File: config.mk
export PLATFORM = sky130hd
export DESIGN_NAME = z80_incdec_rmw_unit
export DESIGN_NICKNAME = d
export VERILOG_FILES = /design/src/rtl/z80_incdec_rmw_unit_pkg.sv /design/src/rtl/z80_incdec_rmw_unit_alu.sv /design/src/rtl/z80_incdec_rmw_unit.sv
export SDC_FILE = /design/constraint.sdc
export NUM_CORES = 1
export LEC_CHECK = 0
export CORE_ASPECT_RATIO = 0.7
export CORE_MARGIN = 4
export CORE_UTILIZATION = 48
export CTS_BUF_LIST = sky130_fd_sc_hd__clkbuf_4
export DETAILED_ROUTE_END_ITERATION = 10
export PLACE_DENSITY = 0.88
export SLEW_MARGIN = 10
export SYNTH_ARGS = -nofsm -noshare
export SYNTH_HDL_FRONTEND = slang
export SYNTH_HIERARCHICAL = 1
export SYNTH_SLANG_ARGS = --single-unit
File: constraint.sdc
create_clock -name clk -period 2.8 [get_ports clk]
set_input_delay 0.84 -clock clk [delete_from_list [all_inputs] [get_ports clk]]
set_output_delay 0.84 -clock clk [all_outputs]
set_load 0.02 [all_outputs]
File: src/rtl/z80_incdec_rmw_unit_pkg.sv
// Shared definitions for the INC/DEC execution unit: F register bit positions
// and the memory-cycle codes used by the read-modify-write sequencer.
package z80_incdec_rmw_unit_pkg;

    localparam int FLAG_N_BIT = 1;
    localparam int FLAG_V_BIT = 2;
    localparam int FLAG_H_BIT = 4;
    localparam int FLAG_Z_BIT = 6;
    localparam int FLAG_S_BIT = 7;

    typedef enum logic [1:0] {
        MEM_CYC_NONE  = 2'd0,
        MEM_CYC_READ  = 2'd1,
        MEM_CYC_WRITE = 2'd2
    } mem_cycle_e;

endpackage

File: src/rtl/z80_incdec_rmw_unit_alu.sv
// Combinational INC/DEC core: +/-1 modulo 2^DATA_W with Z80 flag rules.
// 16-bit INC/DEC rr leaves F untouched.
module z80_incdec_alu
    import z80_incdec_rmw_unit_pkg::*;
#(
    parameter int DATA_W = 8
) (
    input  logic [DATA_W-1:0] operand,
    input  logic              dec,
    input  logic [7:0]        flags_in,
    output logic [DATA_W-1:0] result,
    output logic [7:0]        flags_out
);

    assign result = dec ? (operand - DATA_W'(1)) : (operand + DATA_W'(1));

    generate
        if (DATA_W == 8) begin : g_flags8
            // Bits 5, 3 and C pass through from the incoming F.
            always_comb begin
                flags_out             = flags_in;
                flags_out[FLAG_S_BIT] = result[7];
                flags_out[FLAG_Z_BIT] = (result == '0);
                flags_out[FLAG_H_BIT] = dec ? (operand[3:0] == 4'h0) : (operand[3:0] == 4'hF);
                flags_out[FLAG_V_BIT] = dec ? (operand == 8'h80) : (operand == 8'h7F);
                flags_out[FLAG_N_BIT] = dec;
            end
        end else begin : g_flags16
            assign flags_out = flags_in;
        end
    endgenerate

endmodule

File: src/rtl/z80_incdec_rmw_unit.sv
// Sequenced INC/DEC unit covering r, rr and memory read-modify-write operands.
// Memory bytes move over a held req / single-cycle ack port, low byte first.
module z80_incdec_rmw_unit
    import z80_incdec_rmw_unit_pkg::*;
#(
    parameter int DATA_W = 8,
    parameter int ADDR_W = 16
) (
    input  logic              clk,
    input  logic              reset,
    input  logic              start,
    input  logic              op_dec,
    input  logic              op_mem,
    input  logic [DATA_W-1:0] operand_in,
    input  logic [ADDR_W-1:0] addr_in,
    input  logic [7:0]        flags_in,
    output logic              mem_rd_req,
    output logic              mem_wr_req,
    output logic [ADDR_W-1:0] mem_addr,
    output logic [7:0]        mem_wdata,
    input  logic [7:0]        mem_rdata,
    input  logic              mem_ack,
    output logic              busy,
    output logic              done,
    output logic [DATA_W-1:0] result,
    output logic [7:0]        flags_out
);

    generate
        if (DATA_W != 8 && DATA_W != 16) begin : g_bad_width
            $error("z80_incdec_rmw_unit: DATA_W must be 8 or 16");
        end
    endgenerate

    typedef enum logic [2:0] {
        ST_IDLE  = 3'd0,
        ST_RD_LO = 3'd1,
        ST_RD_HI = 3'd2,
        ST_CALC  = 3'd3,
        ST_WR_LO = 3'd4,
        ST_WR_HI = 3'd5,
        ST_DONE  = 3'd6
    } state_e;

    localparam bit WIDE = (DATA_W == 16);

    state_e            state_q, state_d;
    logic              dec_q, dec_d;
    logic              mem_op_q, mem_op_d;
    logic [DATA_W-1:0] operand_q, operand_d;
    logic [DATA_W-1:0] result_q, result_d;
    logic [7:0]        fin_q, fin_d;
    logic [7:0]        flags_out_q, flags_out_d;
    logic [ADDR_W-1:0] base_q, base_d;

    logic [DATA_W-1:0] alu_result;
    logic [7:0]        alu_flags;
    logic [15:0]       result_ext;
    mem_cycle_e        mem_cycle;

    z80_incdec_alu #(.DATA_W(DATA_W)) u_alu (
        .operand   (operand_q),
        .dec       (dec_q),
        .flags_in  (fin_q),
        .result    (alu_result),
        .flags_out (alu_flags)
    );

    always_ff @(posedge clk) begin
        if (reset) begin
            state_q     <= ST_IDLE;
            dec_q       <= 1'b0;
            mem_op_q    <= 1'b0;
            operand_q   <= '0;
            result_q    <= '0;
            fin_q       <= '0;
            flags_out_q <= '0;
            base_q      <= '0;
        end else begin
            state_q     <= state_d;
            dec_q       <= dec_d;
            mem_op_q    <= mem_op_d;
            operand_q   <= operand_d;
            result_q    <= result_d;
            fin_q       <= fin_d;
            flags_out_q <= flags_out_d;
            base_q      <= base_d;
        end
    end

    // Operand bytes assemble low-then-high; result and F commit only in CALC.
    always_comb begin
        state_d     = state_q;
        dec_d       = dec_q;
        mem_op_d    = mem_op_q;
        operand_d   = operand_q;
        result_d    = result_q;
        fin_d       = fin_q;
        flags_out_d = flags_out_q;
        base_d      = base_q;
        case (state_q)
            ST_IDLE: begin
                if (start) begin
                    dec_d    = op_dec;
                    mem_op_d = op_mem;
                    fin_d    = flags_in;
                    base_d   = addr_in;
                    if (op_mem) begin
                        state_d = ST_RD_LO;
                    end else begin
                        operand_d = operand_in;
                        state_d   = ST_CALC;
                    end
                end
            end
            ST_RD_LO: begin
                if (mem_ack) begin
                    operand_d = DATA_W'(mem_rdata);
                    state_d   = WIDE ? ST_RD_HI : ST_CALC;
                end
            end
            ST_RD_HI: begin
                if (mem_ack) begin
                    operand_d = DATA_W'({mem_rdata, operand_q[7:0]});
                    state_d   = ST_CALC;
                end
            end
            ST_CALC: begin
                result_d    = alu_result;
                flags_out_d = alu_flags;
                state_d     = mem_op_q ? ST_WR_LO : ST_DONE;
            end
            ST_WR_LO: begin
                if (mem_ack) begin
                    state_d = WIDE ? ST_WR_HI : ST_DONE;
                end
            end
            ST_WR_HI: begin
                if (mem_ack) begin
                    state_d = ST_DONE;
                end
            end
            ST_DONE: state_d = ST_IDLE;
            default: state_d = ST_IDLE;
        endcase
    end

    always_comb begin
        mem_cycle = MEM_CYC_NONE;
        case (state_q)
            ST_RD_LO, ST_RD_HI: mem_cycle = MEM_CYC_READ;
            ST_WR_LO, ST_WR_HI: mem_cycle = MEM_CYC_WRITE;
            default:            mem_cycle = MEM_CYC_NONE;
        endcase
    end

    assign result_ext = 16'(result_q);

    assign mem_rd_req = (mem_cycle == MEM_CYC_READ);
    assign mem_wr_req = (mem_cycle == MEM_CYC_WRITE);
    // High byte lives at base+1, wrapping at the top of the address space.
    assign mem_addr   = (state_q == ST_RD_HI || state_q == ST_WR_HI) ? (base_q + ADDR_W'(1)) : base_q;
    assign mem_wdata  = (state_q == ST_WR_HI) ? result_ext[15:8] : result_ext[7:0];
    assign busy       = (state_q != ST_IDLE);
    assign done       = (state_q == ST_DONE);
    assign result     = result_q;
    assign flags_out  = flags_out_q;

endmodule

==> impl_summary.txt, run 1 <==
----------------------------------------------------
[Finish]
  Leading cell type in the layout, fill and taps excluded ... sky130_fd_sc_hd__nand2_1
  Inserted Diodes ... 0
  Layout Cells excl Fill ... 507
  Most frequent cells in the layout ... sky130_fd_sc_hd__nand2_1 (86), sky130_fd_sc_hd__clkdlybuf4s50_1 (57), sky130_fd_sc_hd__dfxtp_1 (45), sky130_fd_sc_hd__a21oi_1 (42), sky130_fd_sc_hd__nor2_1 (20)
  Nets ... 489
  Proportion of layout cells with a drive suffix above 1 ... 0.0966
  Layout overhead on the synthesized area ... 35.2%
  Number of fill cells in the layout ... 440

[Global route]
  GR Util All Layers ... 0.190
  Overflow left after global routing ... 0
  GR Layer Usage met2 ... 0.303
  Initial antenna violation count ... 0
  Pin count of the biggest net entering global routing ... 49
  Global-route track usage on met1 ... 0.262
  Top Usage Layer GRT ... met2
  Via count of the first global-routing pass ... 2395
  First-pass GRT wire length ... 11000 um
  Met3 Use GR ... 0.0424

[CTS]
  Inserted Clock Buffers ... 5
  Post-CTS Repair Setup Buffers ... 0
  Skew-Pair Late Insertion Delay ... 360 ps
  Clock transition at the registers of the reported paths ... 150 ps
  Root buffer cell ... sky130_fd_sc_hd__clkbuf_4
  Number of buffers on the longest clock path ... 2
  CTS HTree Levels ... 2
  TritonCTS clock tree ... done
  Number of hold buffers added after CTS ... 0
  Total clock sinks ... 48

[Timing]
  Number of setup violations in the final report ... 0
  Final Hold Violating Endpoints ... 0
  Setup TNS ... 0 ps
  Skew final ... 16.5 ps
  Minimum clock period ... 2770 ps
  Max Fclk ... 0.362 GHz
  Worst slew margin ... 0.431
  Worst hold slack ... 461 ps
  Setup repair after global routing missed its margin ... yes
  Fin. max-slew vios ... 0
  Actual slew at the worst max-slew pin ... 853 ps
  Final period utilization ... 0.988

[Critical path]
  Capture instance of the worst register-to-register path ... flags_out[6]
  Path depth of the worst reg2reg path ... 9
  Reg2Reg Setup Slack ... 390 ps
  FF-to-FF Start ... dec_q
  Largest stage delay on the critical path ... 400 ps
  Top cell family by delay on the critical path ... simple AND/OR/NAND/NOR gates
  Worst path buffer plus inverter count ... 1
  Category of the worst setup path launch point ... register
  Worst EP arrival ... 1930 ps
  Category of the worst setup path capture point ... primary output
  Worst setup path category ... reg2out
  Ordered cell list for the critical path ... and4_1, and3_2, nand3_1, xnor2_1, dlygate4sd2_1
  Library cell contributing the largest single delay on the critical path ... sky130_fd_sc_hd__dfxtp_1
  Largest fanout on the critical path ... 7
  Data required time at the worst endpoint ... 1960 ps

[Yosys]
  Synthesized netlist net count ... 411
  Post-Synthesis Mean Instance Area ... 7.61 sq um
  Netlist Area Pre-Place ... 2710 sq um
  Synthesized instance count ... 356
  Synth Warn # ... 6

[Routing]
  Mean routed wirelength per cell ... 13.9 um
  Residual antenna-violating net count after detailed routing ... 0
  Total Routed Length ... 7060 um
  Router iterations before antenna repair ... 4
  Iteration-0 DRC Markers ... 207
  Total number of vias ... 2731
  Post-route DRC ... 0
  Via/cell ratio ... 5.39

[Die]
  Core outline area ... 5340 sq um
  Floorplan die height ... 70.9 um
  Count of pins on the block boundary ... 90
  Die Width ... 97.8 um
  # rows ... 22
  Effective utilization at floorplan ... 0.507
  Overall die area ... 6930 sq um

[Pwr]
  Power, Total ... 0.00181 W
  IR drop worst, VDD ... 0.415 mV
  P per Cell Area ... 494 nW/um^2
  Pleak ... 1.53 nW

[Hold path]
  Hold/Removal Path Class ... reg2reg
  Hold Crit Endpoint ... flags_out[0]
  Number of cells on the worst hold path ... 2
  HP Start ... fin_q[0]

[Place]
  I/O Buffers ... 84
  Detailed Place HPWL ... 5280 um
  Final weighted congestion in routability-driven placement ... 0.794
  Count of placed standard cells including taps ... 499

[Job]
  Max-cap violations ... 0

[Outcome]
  Status ... complete, no violations

----------------------------------------------------
-- repair_timing --
item,in CTS,in global routing
cloned,0,0
resized for setup,33,23
setup endpoints to repair,24,17
-- metrics by stage --
stage / util / instance area, sq um / setup slack [ps]
after floorplan: - / 2710 / 498
after global placement: 0.672 / 3590 / 101
after detailed placement: 0.672 / 3590 / 91.3
after CTS: 0.684 / 3650 / 5.60
after global routing: 0.686 / 3660 / -53.0
final: 0.686 / 3660 / 34.1
-- layer usage --
metal / share of wire / vias to the layer above
li1: - / 1361
met1: 0.46 / 1244
met2: 0.46 / 116
met3: 0.072 / 10
met4: 0.015 / 0
met5: 0 / -
-- flip-flops by register name (all words and copies together), names as in the netlist --
name       flops
base_q        16
dec_q          1
fin_q          3
flags_out      8
mem_op_q       1
operand_q      8
result         8
state_q        3
-- worst reg2reg max path, stage by stage, from the launching register on --
cell and delay (ps):
sky130_fd_sc_hd__dfxtp_1 650, sky130_fd_sc_hd__inv_1 110, sky130_fd_sc_hd__fa_1 410, sky130_fd_sc_hd__nor2b_1 210
sky130_fd_sc_hd__o21ai_2 100, sky130_fd_sc_hd__xnor2_1 160, sky130_fd_sc_hd__nor4b_2 280, sky130_fd_sc_hd__o2111a_1 230
sky130_fd_sc_hd__nand2_1 50, sky130_fd_sc_hd__a21oi_1 130
-- report_power, final --
| group | switching [W] | internal [W] | leakage (nW) |
|---|---|---|---|
| Combinational | 0.000334 | 0.000268 | 1.10 |
| Clock | 0.000224 | 0.000187 | 0.0428 |
| Sequential | 0.0000575 | 0.000740 | 0.393 |
-- worst max-delay path by stage --
stage	startpoint	end	slack [ps]	cells after the start
2_1_floorplan	base_q[3]	mem_addr[11]	500	5
3_3_place_gp	state_q[1]	mem_addr[11]	100	6
3_5_place_dp	state_q[1]	mem_addr[6]	90	5
4_1_cts	state_q[2]	mem_addr[15]	6	6
5_1_grt	base_q[6]	mem_addr[12]	-50	5
6_report	base_q[6]	mem_addr[12]	30	5
-- area by class of cell --
cell class | count | area [sq um] | area share
tap | 72 | 90.1 | 0.0246
multi-input combinational | 272 | 1600 | 0.437
timing repair buffer | 95 | 881 | 0.241
sequential | 48 | 965 | 0.263
clock buffer | 5 | 37.5 | 0.0102
clock inverter | 3 | 42.5 | 0.0116
inverter | 12 | 45.0 | 0.0123
Power figures use the tool's default switching activity.
==> run 2, diff against run 1 <==
- CORE_MARGIN: 4 -> 3
==> impl_summary.txt, run 2 (same netlist as run 1, synthesis figures left out) <==
----------------------------------------------------
[Routing]
  M1 WL ... 3310 um
  Routed length on met2 ... 3300 um
  Total number of vias ... 2696
  Met3 WL post-DR ... 476 um
  Via/cell ratio ... 5.32
  Total Routed Length ... 7140 um
  Router iterations before antenna repair ... 5
  Residual antenna-violating net count after detailed routing ... 0
  Iteration-0 DRC Markers ... 213
  Post-route DRC ... 0
  Mean routed wirelength per cell ... 14.1 um
  Max Used Layer ... met4

[Pwr]
  Clk network pwr share ... 0.233
  Proportion of power drawn by combinational gates ... 0.329
  Sequential fraction of design power ... 0.438
  Net Switching ... 0.000624 W
  Internal power summed over all cells ... 0.00120 W
  IR drop worst, VDD ... 0.423 mV
  Switching share of power ... 0.343
  Power, Total ... 0.00182 W
  P per Cell Area ... 499 nW/um^2
  Pleak ... 1.52 nW

[Place]
  Post-Place Cell Area ... 3610 sq um
  I/O Buffers ... 84
  Minimum setup slack after placement ... 56.0 ps
  Detailed Place HPWL ... 5310 um
  Final weighted congestion in routability-driven placement ... 0.771

[Finish]
  Final core utilization ... 0.684
  Inserted Diodes ... 0
  Max reg flops ... 16
  Proportion of layout cells with a drive suffix above 1 ... 0.110
  Leading cell type in the layout, fill and taps excluded ... sky130_fd_sc_hd__nand2_1
  Nets ... 489
  Register containing the most flip-flops in the final layout ... base_q
  Layout Cell Area excl Fill ... 3650 sq um
  Layout overhead on the synthesized area ... 34.8%
  Most frequent cells in the layout ... sky130_fd_sc_hd__nand2_1 (86), sky130_fd_sc_hd__clkdlybuf4s50_1 (58), sky130_fd_sc_hd__dfxtp_1 (44), sky130_fd_sc_hd__a21oi_1 (42), sky130_fd_sc_hd__nor2_1 (20)

[Die]
  Core outline area ... 5340 sq um
  # rows ... 22
  Count of pins on the block boundary ... 90
  Die Width ... 95.8 um
  Effective utilization at floorplan ... 0.507
  Overall die area ... 6600 sq um
  Floorplan die height ... 68.9 um

[Hold path]
  Hold/Removal Path Class ... reg2reg
  HP Start ... fin_q[5]

[Global route]
  Overflow left after global routing ... 0
  Initial antenna violation count ... 0
  First-pass GRT wire length ... 11400 um
  GR Util All Layers ... 0.220
  Via count of the first global-routing pass ... 2464
  Pin count of the biggest net entering global routing ... 49

[Timing]
  Worst setup slack after layout ... 89.7 ps
  Final period utilization ... 0.968
  Skew final ... 10.6 ps
  Worst hold slack ... 464 ps
  Fin. max-slew vios ... 0
  Minimum clock period ... 2710 ps
  Final Hold Violating Endpoints ... 0
  Number of setup violations in the final report ... 0
  Actual slew at the worst max-slew pin ... 580 ps
  Worst slew margin ... 0.612
  Max Fclk ... 0.369 GHz

[CTS]
  Clock transition at the registers of the reported paths ... 150 ps
  CTS HTree Levels ... 2
  Number of hold buffers added after CTS ... 0
  Number of buffers on the longest clock path ... 2
  Root buffer cell ... sky130_fd_sc_hd__clkbuf_4
  Skew-Pair Late Insertion Delay ... 360 ps
  Inserted Clock Buffers ... 5
  Total clock sinks ... 48
  TritonCTS clock tree ... done
  Post-CTS Repair Setup Buffers ... 0

[Critical path]
  Worst setup path category ... reg2out
  Category of the worst setup path launch point ... register
  Worst EP arrival ... 1870 ps
  FF-to-FF Start ... dec_q
  Category of the worst setup path capture point ... primary output
  Data required time at the worst endpoint ... 1960 ps
  CP Launch Point ... state_q[2]
  Largest fanout on the critical path ... 12

[Outcome]
  Status ... complete, no violations

[Job]
  Max-cap violations ... 0

----------------------------------------------------
run 2: changes by cell type in the layout (fill, tap and decap cells not counted), sizes merged, moves of 2 or more:
cell	before	now
clkbuf	10	16
dlygate4sd2	15	10
clkdlybuf4s15	3	1
clkinv	2	0
run 2: what timing repair did:
action                     4_1_cts  5_1_grt
setup endpoints to repair       24       19
pin swaps                        0        2
resized for setup               32       34
run 2: metrics by stage:
stage / instances / TNS (ps)
4_1_cts: 507 / 0
2_1_floorplan: 356 / 0
5_1_grt: 507 / -5.96
3_5_place_dp: 499 / 0
3_3_place_gp: 499 / 0
6_report: 507 / 0
run 2: per-layer routing:
layer | vias up | track usage
li1 | 1356 | -
met1 | 1243 | 0.311
met2 | 91 | 0.349
met3 | 6 | 0.0553
met4 | 0 | 0.0284
met5 | - | 0
run 2: worst paths after layout:
check / endpoint / slack [ps] / cells past startpoint
setup / recovery: busy / 90 / 3
hold / removal: flags_out[5] / 460 / 2
setup reg to reg: flags_out[6] / 400 / 9
hold reg to reg: flags_out[5] / 460 / 2
run 2: power by group through the flow:
stage          Clock (W)  Sequential [W]  Combinational (W)
6_report        0.000425        0.000798           0.000600
3_3_place_gp           0        0.000805           0.000602
3_5_place_dp           0        0.000809           0.000617
4_1_cts         0.000426        0.000794           0.000600
5_1_grt         0.000461        0.000808           0.000660
2_1_floorplan          0        0.000804           0.000402
run 2: final cells by class:
class	instances	area [sq um]
inverter	12	45.0
fill	452	1690
timing repair buffer	95	867
tap	72	90.1
clock inverter	3	46.3
multi-input combinational	272	1600
sequential	48	966
clock buffer	5	37.5
run 2: critical path, stage by stage (launching register included):
cell,delay [ps]
sky130_fd_sc_hd__dfxtp_2,360
sky130_fd_sc_hd__buf_4,180
sky130_fd_sc_hd__or3_4,410
sky130_fd_sc_hd__clkdlybuf4s50_1,550
==> run 3, diff against run 2 <==
- CAP_MARGIN: unset -> 0
==> results of run 3 <==
The final DEF is identical to that of run 2; final timing and power are the same.
